File: config.mk
export PLATFORM = sky130hd
export DESIGN_NAME = dict_update_ctrl_flat
export DESIGN_NICKNAME = d
export VERILOG_FILES = /design/src/rtl/dict_update_ctrl_if.sv /design/src/rtl/dict_update_ctrl.sv /design/src/flat_wrapper.sv
export SDC_FILE = /design/constraint.sdc
export NUM_CORES = 1
export LEC_CHECK = 0
export ABC_AREA = 0
export CORE_MARGIN = 2
export CORE_UTILIZATION = 39
export DETAILED_ROUTE_END_ITERATION = 16
export GPL_TIMING_DRIVEN = 0
export PLACE_DENSITY = 0.76
export SYNTH_ARGS = -nofsm -noshare
export SYNTH_HDL_FRONTEND = slang
export SYNTH_SLANG_ARGS = --single-unit
export TNS_END_PERCENT = 1
File: constraint.sdc
create_clock -name i_clk -period 1.6 [get_ports i_clk]
set_input_delay 0.32 -clock i_clk [delete_from_list [all_inputs] [get_ports i_clk]]
set_output_delay 0.32 -clock i_clk [all_outputs]
set_load 0.03 [all_outputs]
File: src/rtl/dict_update_ctrl_if.sv
// Bus between the match stage and the dictionary write scheduler.
// The match stage drives the beat as master and the scheduler answers as slave.
interface dict_update_ctrl_if #(
  parameter int DATA_WIDTH = 32,
  parameter int SIZE       = 8
);
  localparam int CW = $clog2(SIZE) + 1;

  logic                  i_valid;
  logic                  o_ready;
  logic [DATA_WIDTH-1:0] i_word0;
  logic [DATA_WIDTH-1:0] i_word1;
  logic                  i_push0;
  logic                  i_push1;
  logic                  i_last;
  logic                  i_clear;
  logic                  o_wr;
  logic                  o_wr2;
  logic [DATA_WIDTH-1:0] o_w_data;
  logic [DATA_WIDTH-1:0] o_w_data2;
  logic                  o_dict_rst_n;
  logic [CW-1:0]         o_cnt1;
  logic [CW-1:0]         o_cnt2;
  logic                  o_full;
  logic                  o_done;

  modport master (
    output i_valid, i_word0, i_word1, i_push0, i_push1, i_last, i_clear,
    input  o_ready, o_wr, o_wr2, o_w_data, o_w_data2, o_dict_rst_n,
           o_cnt1, o_cnt2, o_full, o_done
  );

  modport slave (
    input  i_valid, i_word0, i_word1, i_push0, i_push1, i_last, i_clear,
    output o_ready, o_wr, o_wr2, o_w_data, o_w_data2, o_dict_rst_n,
           o_cnt1, o_cnt2, o_full, o_done
  );
endinterface

File: src/rtl/dict_update_ctrl.sv
// Write scheduler for the two-bank dual-write dictionary FIFO.
// Steers inserted candidate words alternately onto the two bank write ports,
// tracks per-bank occupancy, and sequences end-of-block drain and clear.
module dict_update_ctrl #(
  parameter int DATA_WIDTH = 32,
  parameter int SIZE       = 8,
  parameter bit AUTO_CLEAR = 1'b1
) (
  input logic             i_clk,
  input logic             i_reset,
  dict_update_ctrl_if.slave bus
);
  localparam int CW = $clog2(SIZE) + 1;
  localparam logic [CW-1:0] CNT_MAX = CW'(SIZE);

  typedef enum logic [1:0] {IDLE, RUN, DRAIN, CLEAR} state_t;

  state_t                state_q, state_d;
  logic                  sel_q, sel_d;
  logic                  wr1_q, wr1_d;
  logic                  wr2_q, wr2_d;
  logic [DATA_WIDTH-1:0] wData1_q, wData1_d;
  logic [DATA_WIDTH-1:0] wData2_q, wData2_d;
  logic [CW-1:0]         cnt1_q, cnt1_d;
  logic [CW-1:0]         cnt2_q, cnt2_d;
  logic                  dictRstN_q, dictRstN_d;
  logic                  done_q, done_d;
  logic                  ready;
  logic                  accept;
  logic [DATA_WIDTH-1:0] firstWord;
  logic                  bothPush;
  logic                  anyPush;

  // Next-state, bank steering, occupancy and handshake decisions for this cycle.
  always_comb begin
    state_d    = state_q;
    sel_d      = sel_q;
    wr1_d      = 1'b0;
    wr2_d      = 1'b0;
    wData1_d   = wData1_q;
    wData2_d   = wData2_q;
    cnt1_d     = cnt1_q;
    cnt2_d     = cnt2_q;
    dictRstN_d = 1'b1;
    done_d     = (state_q == DRAIN);

    ready     = ((state_q == IDLE) || (state_q == RUN)) && !bus.i_clear;
    accept    = ready && bus.i_valid;
    bothPush  = bus.i_push0 && bus.i_push1;
    anyPush   = bus.i_push0 || bus.i_push1;
    firstWord = bus.i_push0 ? bus.i_word0 : bus.i_word1;

    if (accept && anyPush) begin
      if (!sel_q) begin
        wr1_d    = 1'b1;
        wData1_d = firstWord;
        if (bothPush) begin
          wr2_d    = 1'b1;
          wData2_d = bus.i_word1;
        end
      end else begin
        wr2_d    = 1'b1;
        wData2_d = firstWord;
        if (bothPush) begin
          wr1_d    = 1'b1;
          wData1_d = bus.i_word1;
        end
      end
      if (!bothPush) begin
        sel_d = !sel_q;
      end
    end

    if (wr1_d && (cnt1_q != CNT_MAX)) begin
      cnt1_d = cnt1_q + CW'(1);
    end
    if (wr2_d && (cnt2_q != CNT_MAX)) begin
      cnt2_d = cnt2_q + CW'(1);
    end

    case (state_q)
      IDLE, RUN: begin
        if (bus.i_clear) begin
          state_d = CLEAR;
        end else if (accept) begin
          state_d = bus.i_last ? DRAIN : RUN;
        end
      end
      DRAIN:   state_d = AUTO_CLEAR ? CLEAR : IDLE;
      CLEAR:   state_d = IDLE;
      default: state_d = IDLE;
    endcase

    if (state_d == CLEAR) begin
      dictRstN_d = 1'b0;
      cnt1_d     = '0;
      cnt2_d     = '0;
      sel_d      = 1'b0;
    end
  end

  // Registers everything; reset discards any partial block immediately.
  always_ff @(posedge i_clk or negedge i_reset) begin
    if (!i_reset) begin
      state_q    <= IDLE;
      sel_q      <= 1'b0;
      wr1_q      <= 1'b0;
      wr2_q      <= 1'b0;
      wData1_q   <= '0;
      wData2_q   <= '0;
      cnt1_q     <= '0;
      cnt2_q     <= '0;
      dictRstN_q <= 1'b0;
      done_q     <= 1'b0;
    end else begin
      state_q    <= state_d;
      sel_q      <= sel_d;
      wr1_q      <= wr1_d;
      wr2_q      <= wr2_d;
      wData1_q   <= wData1_d;
      wData2_q   <= wData2_d;
      cnt1_q     <= cnt1_d;
      cnt2_q     <= cnt2_d;
      dictRstN_q <= dictRstN_d;
      done_q     <= done_d;
    end
  end

  assign bus.o_ready      = ready;
  assign bus.o_wr         = wr1_q;
  assign bus.o_wr2        = wr2_q;
  assign bus.o_w_data     = wData1_q;
  assign bus.o_w_data2    = wData2_q;
  assign bus.o_dict_rst_n = dictRstN_q;
  assign bus.o_cnt1       = cnt1_q;
  assign bus.o_cnt2       = cnt2_q;
  assign bus.o_full       = (cnt1_q == CNT_MAX) && (cnt2_q == CNT_MAX);
  assign bus.o_done       = done_q;
endmodule

File: src/flat_wrapper.sv
// flat-port wrapper written by rule: the top's interface ports become plain ports
module dict_update_ctrl_flat 
#(
  parameter int DATA_WIDTH = 32,
  parameter int SIZE       = 8,
  parameter bit AUTO_CLEAR = 1'b1
)
  (i_clk, i_reset, bus_i_valid, bus_i_word0, bus_i_word1, bus_i_push0, bus_i_push1, bus_i_last, bus_i_clear, bus_o_ready, bus_o_wr, bus_o_wr2, bus_o_w_data, bus_o_w_data2, bus_o_dict_rst_n, bus_o_cnt1, bus_o_cnt2, bus_o_full, bus_o_done);
  dict_update_ctrl_if #(.DATA_WIDTH(DATA_WIDTH), .SIZE(SIZE)) bus_i ();
  input logic i_clk;
  input logic i_reset;
  input wire logic [$bits(bus_i.i_valid)-1:0] bus_i_valid;
  input wire logic [$bits(bus_i.i_word0)-1:0] bus_i_word0;
  input wire logic [$bits(bus_i.i_word1)-1:0] bus_i_word1;
  input wire logic [$bits(bus_i.i_push0)-1:0] bus_i_push0;
  input wire logic [$bits(bus_i.i_push1)-1:0] bus_i_push1;
  input wire logic [$bits(bus_i.i_last)-1:0] bus_i_last;
  input wire logic [$bits(bus_i.i_clear)-1:0] bus_i_clear;
  output wire logic [$bits(bus_i.o_ready)-1:0] bus_o_ready;
  output wire logic [$bits(bus_i.o_wr)-1:0] bus_o_wr;
  output wire logic [$bits(bus_i.o_wr2)-1:0] bus_o_wr2;
  output wire logic [$bits(bus_i.o_w_data)-1:0] bus_o_w_data;
  output wire logic [$bits(bus_i.o_w_data2)-1:0] bus_o_w_data2;
  output wire logic [$bits(bus_i.o_dict_rst_n)-1:0] bus_o_dict_rst_n;
  output wire logic [$bits(bus_i.o_cnt1)-1:0] bus_o_cnt1;
  output wire logic [$bits(bus_i.o_cnt2)-1:0] bus_o_cnt2;
  output wire logic [$bits(bus_i.o_full)-1:0] bus_o_full;
  output wire logic [$bits(bus_i.o_done)-1:0] bus_o_done;
  assign bus_i.i_valid = bus_i_valid;
  assign bus_i.i_word0 = bus_i_word0;
  assign bus_i.i_word1 = bus_i_word1;
  assign bus_i.i_push0 = bus_i_push0;
  assign bus_i.i_push1 = bus_i_push1;
  assign bus_i.i_last = bus_i_last;
  assign bus_i.i_clear = bus_i_clear;
  assign bus_o_ready = bus_i.o_ready;
  assign bus_o_wr = bus_i.o_wr;
  assign bus_o_wr2 = bus_i.o_wr2;
  assign bus_o_w_data = bus_i.o_w_data;
  assign bus_o_w_data2 = bus_i.o_w_data2;
  assign bus_o_dict_rst_n = bus_i.o_dict_rst_n;
  assign bus_o_cnt1 = bus_i.o_cnt1;
  assign bus_o_cnt2 = bus_i.o_cnt2;
  assign bus_o_full = bus_i.o_full;
  assign bus_o_done = bus_i.o_done;
  dict_update_ctrl #(.DATA_WIDTH(DATA_WIDTH), .SIZE(SIZE), .AUTO_CLEAR(AUTO_CLEAR)) u_core (.i_clk(i_clk), .i_reset(i_reset), .bus(bus_i));
endmodule
==> flow_summary.yaml, run 1 <==
outcome:
  status: "finished, violations left"
  violations: "negative setup slack"
timing:
  slew_headroom_pct: 69.45
  slew_violations: 0
  setup_violations: 3
  rsz0062_at_grt: "yes"
  post-route-min-period_ns: 1.770
  finClkSkew_ns: 0.009487
  tightest_slew_ns: 0.4583
  finalSetupTns_ns: -0.3119
  hold_violations: 0
  clock.fmax_ghz: 0.5649
  fin_ws_ns: -0.1702
  whs_ns: 0.4219
  fin_crit_sh_pct: 110.6
cts:
  clk_pin_slew_ns: 0.08
  clockBufferDepth: 2
  numClockSinks: 79
  cts_root_buf: "clkbuf_8"
  cts_max_level: 3
  cts_tree: "done"
  clock_latency_ns: 0.34
  cts_inserted_buffers: 9
synthesis:
  ys_seq_elements: 79
  synth.largest_area_cell: "dfrtp_1"
  seq_area_frac_synth_pct: 53.81
  syn_area_sq_mm: 0.003674
  synth_area_per_cell_sq_um: 10.50
  synth_area_leaders: "dfrtp_1 (54%), mux2i_1 (18%), o21ai_0 (5.0%)"
  syn-num-nets: 425
  synthCells: 350
  synth.distinct_cells: 27
  synth.yosys.warnings: 0
  yosys.area.top_type_share_pct: 53.81
routing:
  routedWlPerCell_microns: 16.62
  drc: 0
  firstDrtPassIters: 5
  drtAntennaViolNets: 0
  routed_via_density: 5.052
  num_vias: 3193
  drt-initial-drc-count: 75
  routed_wl_microns: 10510
floorplanning:
  core_area_sq_mm: 0.009196
  placementRows: 35
  start_util_pct: 39.95
  dieArea_sq_mm: 0.01021
  die_y_microns: 101.1
  fp.dieW_microns: 101.1
  pin_count: 149
cells_and_area:
  nets: 592
  register_area_sq_mm: 0.001981
  diodes: 0
  multi_input_area_sq_mm: 0.001588
  syn_to_final_growth_pct: 51.50
  drive_gt1_share_pct: 11.52
  fill_cells: 850
worst_setup_path:
  worstPathRequired_ns: 1.28
  r2r_cells: 6
  crit_arrival_ns: 1.45
  timing.rr.start: "u_core.state_q[1]"
  rrSetupSlack_ns: -0.04
  cp_max_fo: 5
  worstSetupStartpointType: "register"
  critPathKind: "register to primary output"
  crit_path_start: "u_core.bus.o_cnt2[1]"
  critPathCaptureType: "primary output"
  rr_endpoint: "u_core.bus.o_cnt1[3]"
worst_hold_path:
  hold_path_class: "input pin to register"
  hold_path_end: "u_core.state_q[1]"
  hold_depth: 3
  worstHoldStart: "bus_i_valid"
power_and_ir_drop:
  static-leakage-power_uw: 0.002832
  p_total_uw: 9538
  power.density_mw_per_mm2: 1714
  ir_worst_vdd_mv: 0.9385
placed_design:
  hpwl_microns: 7576
  pre_cts_ws_ns: -0.6914
  gp_congestion: 0.8026
  portBuffers: 148
global_route:
  grt_max_degree: 50
  grt_usage_pct: 21.09
  grt_pass1_vias: 3362
  grt_overflow: 0
  antenna_found_initial: 0
  grt_pass1_wl_microns: 16750
job:
  cap_violations: 0
-- repair_timing --
item,in CTS,in global routing
pin swaps,0,1
setup buffers,2,4
resized for setup,105,25
endpoints found under the hold margin,30,0
setup endpoints to repair,147,63
hold buffers,1,0
-- synthesized netlist by cell type, drive strengths merged --
cell and n:
dfrtp 79, mux2i 66, nand2 38, o21ai 37, nor2 36, a21oi 34, buf 13, clkbuf 8
inv 8, ha 4, nand3 4, nor2b 3, o211ai 3, xor2 3, a22oi 2, nand3b 2
nand4 2, nor3b 2, o31ai 2, and2 1, maj3 1, nand2b 1, or3 1
-- metrics by stage --
step	area, sq um	instances	utilization [%]
3_5_place_dp	5319	610	57.84
4_1_cts	5489	628	59.69
6_report	5565	632	60.52
3_3_place_gp	5294	609	57.56
2_1_floorplan	3674	350	-
5_1_grt	5565	632	60.52
-- state kept, by name, indices dropped and copies added (netlist names) --
register	flops
u_core.bus.o_done	1
u_core.bus.o_wr2	1
u_core.sel_q	1
u_core.state_q	2
u_core.bus.o_w_data	32
u_core.bus.o_dict_rst_n	1
u_core.bus.o_cnt1	4
u_core.bus.o_w_data2	32
u_core.bus.o_wr	1
u_core.bus.o_cnt2	4
-- metal layers --
layer / global-route usage, % / share of wire [%] / wire length (microns) / up-vias
met3: 4.785 / 5.9 / 616 / 12
li1: - / - / - / 1542
met2: 35.86 / 49 / 5188 / 85
met5: 0 / 0 / 0 / -
met1: 26.82 / 44 / 4575 / 1554
met4: 6.237 / 1.2 / 124 / 0
-- how the worst max path moves through the flow --
stage	end	slack [ns]
detailed placement	u_core.bus.o_w_data2[28]	-0.69
finish	bus_o_full	-0.17
CTS	bus_o_full	-0.21
global placement	u_core.bus.o_w_data2[25]	-2.69
floorplan	bus_o_full	0.005
global route	bus_o_full	-0.25
-- placed cells by master (no fill, tap or decap), types with 3 or more instances in the layout --
master	synthesis	routed
mux2i_1	66	66
buf_4	3	15
nand2_1	38	38
nor2_1	36	32
dfrtp_1	79	76
clkbuf_1	8	3
o21ai_0	37	36
clkbuf_8	0	10
inv_1	8	8
a21oi_1	34	31
buf_6	1	6
nor2_2	0	4
xor2_1	3	3
ha_1	4	4
dfrtp_2	0	3
dlygate4sd2_1	0	77
a21oi_2	0	3
nand3_1	4	4
clkdlybuf4s50_1	0	66
clkbuf_2	0	4
nor2b_1	3	3
-- cell type report --
class,instances,area share [%]
Buffer,21,2.878
Inverter,8,0.5396
Timing Repair Buffer,156,26.17
Tap cell,111,2.495
Multi-Input combinational cell,242,28.53
Clock buffer,11,2.540
Sequential cell,79,35.59
Clock inverter,4,1.259
-- critical path, stage by stage, from the launching register on --
cell and delay, ns:
dfrtp_1 0.42, inv_1 0.08, ha_1 0.15, nand3b_1 0.12
nor2_1 0.16, buf_4 0.18
-- logic make-up (layout without fill, tap and decap cells) --
kind of cell / Yosys count / in the layout / share of synthesized area (%)
adders and majority gates: 5 / 5 / 1.635
AOI/OAI and AO/OA: 78 / 78 / 11.48
xor gates and xnor gates: 3 / 3 / 0.7154
and+or+nand+nor: 90 / 90 / 10.59
muxes: 66 / 66 / 17.98
DFF: 79 / 79 / 53.81
buffers and inverters: 29 / 200 / 3.781
-- power breakdown --
part / internal [uW] / total (uW) / leakage, uW / switching (uW)
clock: 910 / 1620 / 0.000109 / 706
combinational: 1600 / 4590 / 0.00176 / 2990
sequential: 2860 / 3330 / 0.000959 / 473
total: 5370 / 9540 / 0.00283 / 4170
(Power assumes the default switching activity.)
==> inputs of run 2 (changes only) <==
- CORE_ASPECT_RATIO: unset -> 1.2
==> flow_summary.yaml, run 2 (synthesis gave the netlist of run 1 again) <==
cells_and_area:
  nets: 594
  final_common_cell: "dfrtp_1"
  drive_gt1_share_pct: 10.54
  fin_area_sq_mm: 0.005603
  layout_common_cells: "dfrtp_1 (76), dlygate4sd2_1 (75), mux2i_1 (66), clkdlybuf4s50_1 (66), nand2_1 (38)"
  syn_to_final_growth_pct: 52.52
  diodes: 0
outcome:
  violations: "negative setup slack"
  status: "finished, violations left"
worst_setup_path:
  critPathCaptureType: "primary output"
  path_buf_inv: 2
  cpPeakStageDelay_ns: 0.43
  critPathKind: "register to primary output"
  critPathSlowestCell: "dfrtp_1"
  crit_path_start: "u_core.bus.o_cnt2[1]"
  worstSetupStartpointType: "register"
  timing.rr.start: "u_core.state_q[1]"
  r2r_cells: 5
  cp_max_fo: 5
  crit_chain: "inv_1 > ha_1 > nand3b_1 > nor2_1 > buf_4"
  rrSetupSlack_ns: -0.01
  crit_family: "flip-flops"
  worstPathRequired_ns: 1.28
  rr_endpoint: "u_core.bus.o_cnt1[3]"
  crit_arrival_ns: 1.38
placed_design:
  hpwl_microns: 7539
  dpl_cell_area_sq_mm: 0.005330
  gp_congestion: 0.7154
  portBuffers: 148
routing:
  routed_wl_microns: 10210
  drtAntennaViolNets: 0
  num_vias: 3220
  drt-initial-drc-count: 104
  routed_via_density: 5.016
  firstDrtPassIters: 4
  drc: 0
  routedWlPerCell_microns: 15.90
global_route:
  grt_overflow: 0
  grt_pass1_vias: 3294
  grt_pass1_wl_microns: 16490
  grt_max_degree: 69
  antenna_found_initial: 0
  grt_usage_pct: 20.61
floorplanning:
  placementRows: 38
  start_util_pct: 40.45
  fp.dieW_microns: 92.60
  core_area_sq_mm: 0.009081
  die_y_microns: 110.3
  pin_count: 149
  dieArea_sq_mm: 0.01021
power_and_ir_drop:
  power.density_mw_per_mm2: 1721
  ir_worst_vdd_mv: 0.8285
  p_total_uw: 9642
  static-leakage-power_uw: 0.002854
worst_hold_path:
  hold_path_class: "input pin to register"
  worstHoldStart: "bus_i_valid"
  hold_depth: 3
  hold_path_end: "u_core.state_q[1]"
cts:
  clock_latency_ns: 0.34
  cts_tree: "done"
  cts_max_level: 3
  numClockSinks: 79
  cts_root_buf: "clkbuf_8"
  clk_pin_slew_ns: 0.07
  clockBufferDepth: 2
  cts_inserted_buffers: 9
timing:
  slew_headroom_pct: 58.86
  clock.fmax_ghz: 0.5882
  fin_ws_ns: -0.1001
  rsz0062_at_grt: "yes"
  fin_crit_sh_pct: 106.3
  setup_violations: 3
  finClkSkew_ns: 0.007388
  tightest_slew_ns: 0.6107
  post-route-min-period_ns: 1.700
  hold_violations: 0
  slew_violations: 0
job:
  cap_violations: 0
==> run 2: cell type report <==
class / count / area [sq um]
well taps: 120 / 150.1
repair buffers: 158 / 1481
inverters: 8 / 30.03
flip-flops and latches: 79 / 1981
multi-input cells: 242 / 1569
fillers: 797 / 3478
clock buffers: 10 / 137.6
plain buffers: 21 / 158.9
clock inverters: 4 / 95.09
==> run 2: metal layers <==
metal  GRT usage [%]  vias to the layer above  wire length (microns)
li1                -                     1546                      -
met1           25.49                     1574                   4357
met2           36.29                       91                   5181
met3           4.827                        9                    595
met4           5.757                        0                     72
met5               0                        -                      0
==> run 2: repair_timing <==
item / in CTS / in global routing
pin swaps: 0 / 1
hold buffers: 1 / 0
hold endpoints to repair: 11 / 0
gates resized for setup: 103 / 21
buffers inserted: 1 / 7
setup endpoints to repair: 145 / 66
==> run 2: report_power, final <==
group	internal, uW	switching [uW]	total (uW)
logic	1590	2980	4570
registers	2860	474	3340
clock network	1060	672	1730
total	5510	4130	9640
==> run 2: stage by stage <==
stage | hold WS, ns | utilization [%] | instances | setup slack (ns) | setup TNS (ns)
floorplan | 0.02441 | - | 350 | 0.004889 | 0
global placement | 0.4625 | 58.42 | 618 | -2.569 | -239.91
detailed placement | 0.1842 | 58.69 | 619 | -0.6602 | -39.55
CTS | 0.3515 | 60.71 | 635 | -0.1698 | -0.2819
global route | 0.3177 | 61.70 | 642 | -0.2079 | -0.5430
finish | 0.3105 | 61.70 | 642 | -0.1001 | -0.1903
==> run 2: worst max path at each step <==
stage,endpoint,slack [ns],cells past startpoint
4_1_cts,bus_o_full,-0.17,5
2_1_floorplan,bus_o_full,0.005,4
6_report,bus_o_full,-0.10,5
3_3_place_gp,u_core.bus.o_w_data2[24],-2.57,1
3_5_place_dp,u_core.bus.o_w_data2[30],-0.66,7
5_1_grt,bus_o_full,-0.21,5
==> run 2: worst reg2reg max path: cells and delay by family (launching register included) <==
family	cells	cell delay (ns)
AO/OA/AOI/OAI	2	0.30
buffers and inverters	1	0.17
flip-flops	1	0.45
AND/OR/NAND/NOR	2	0.62
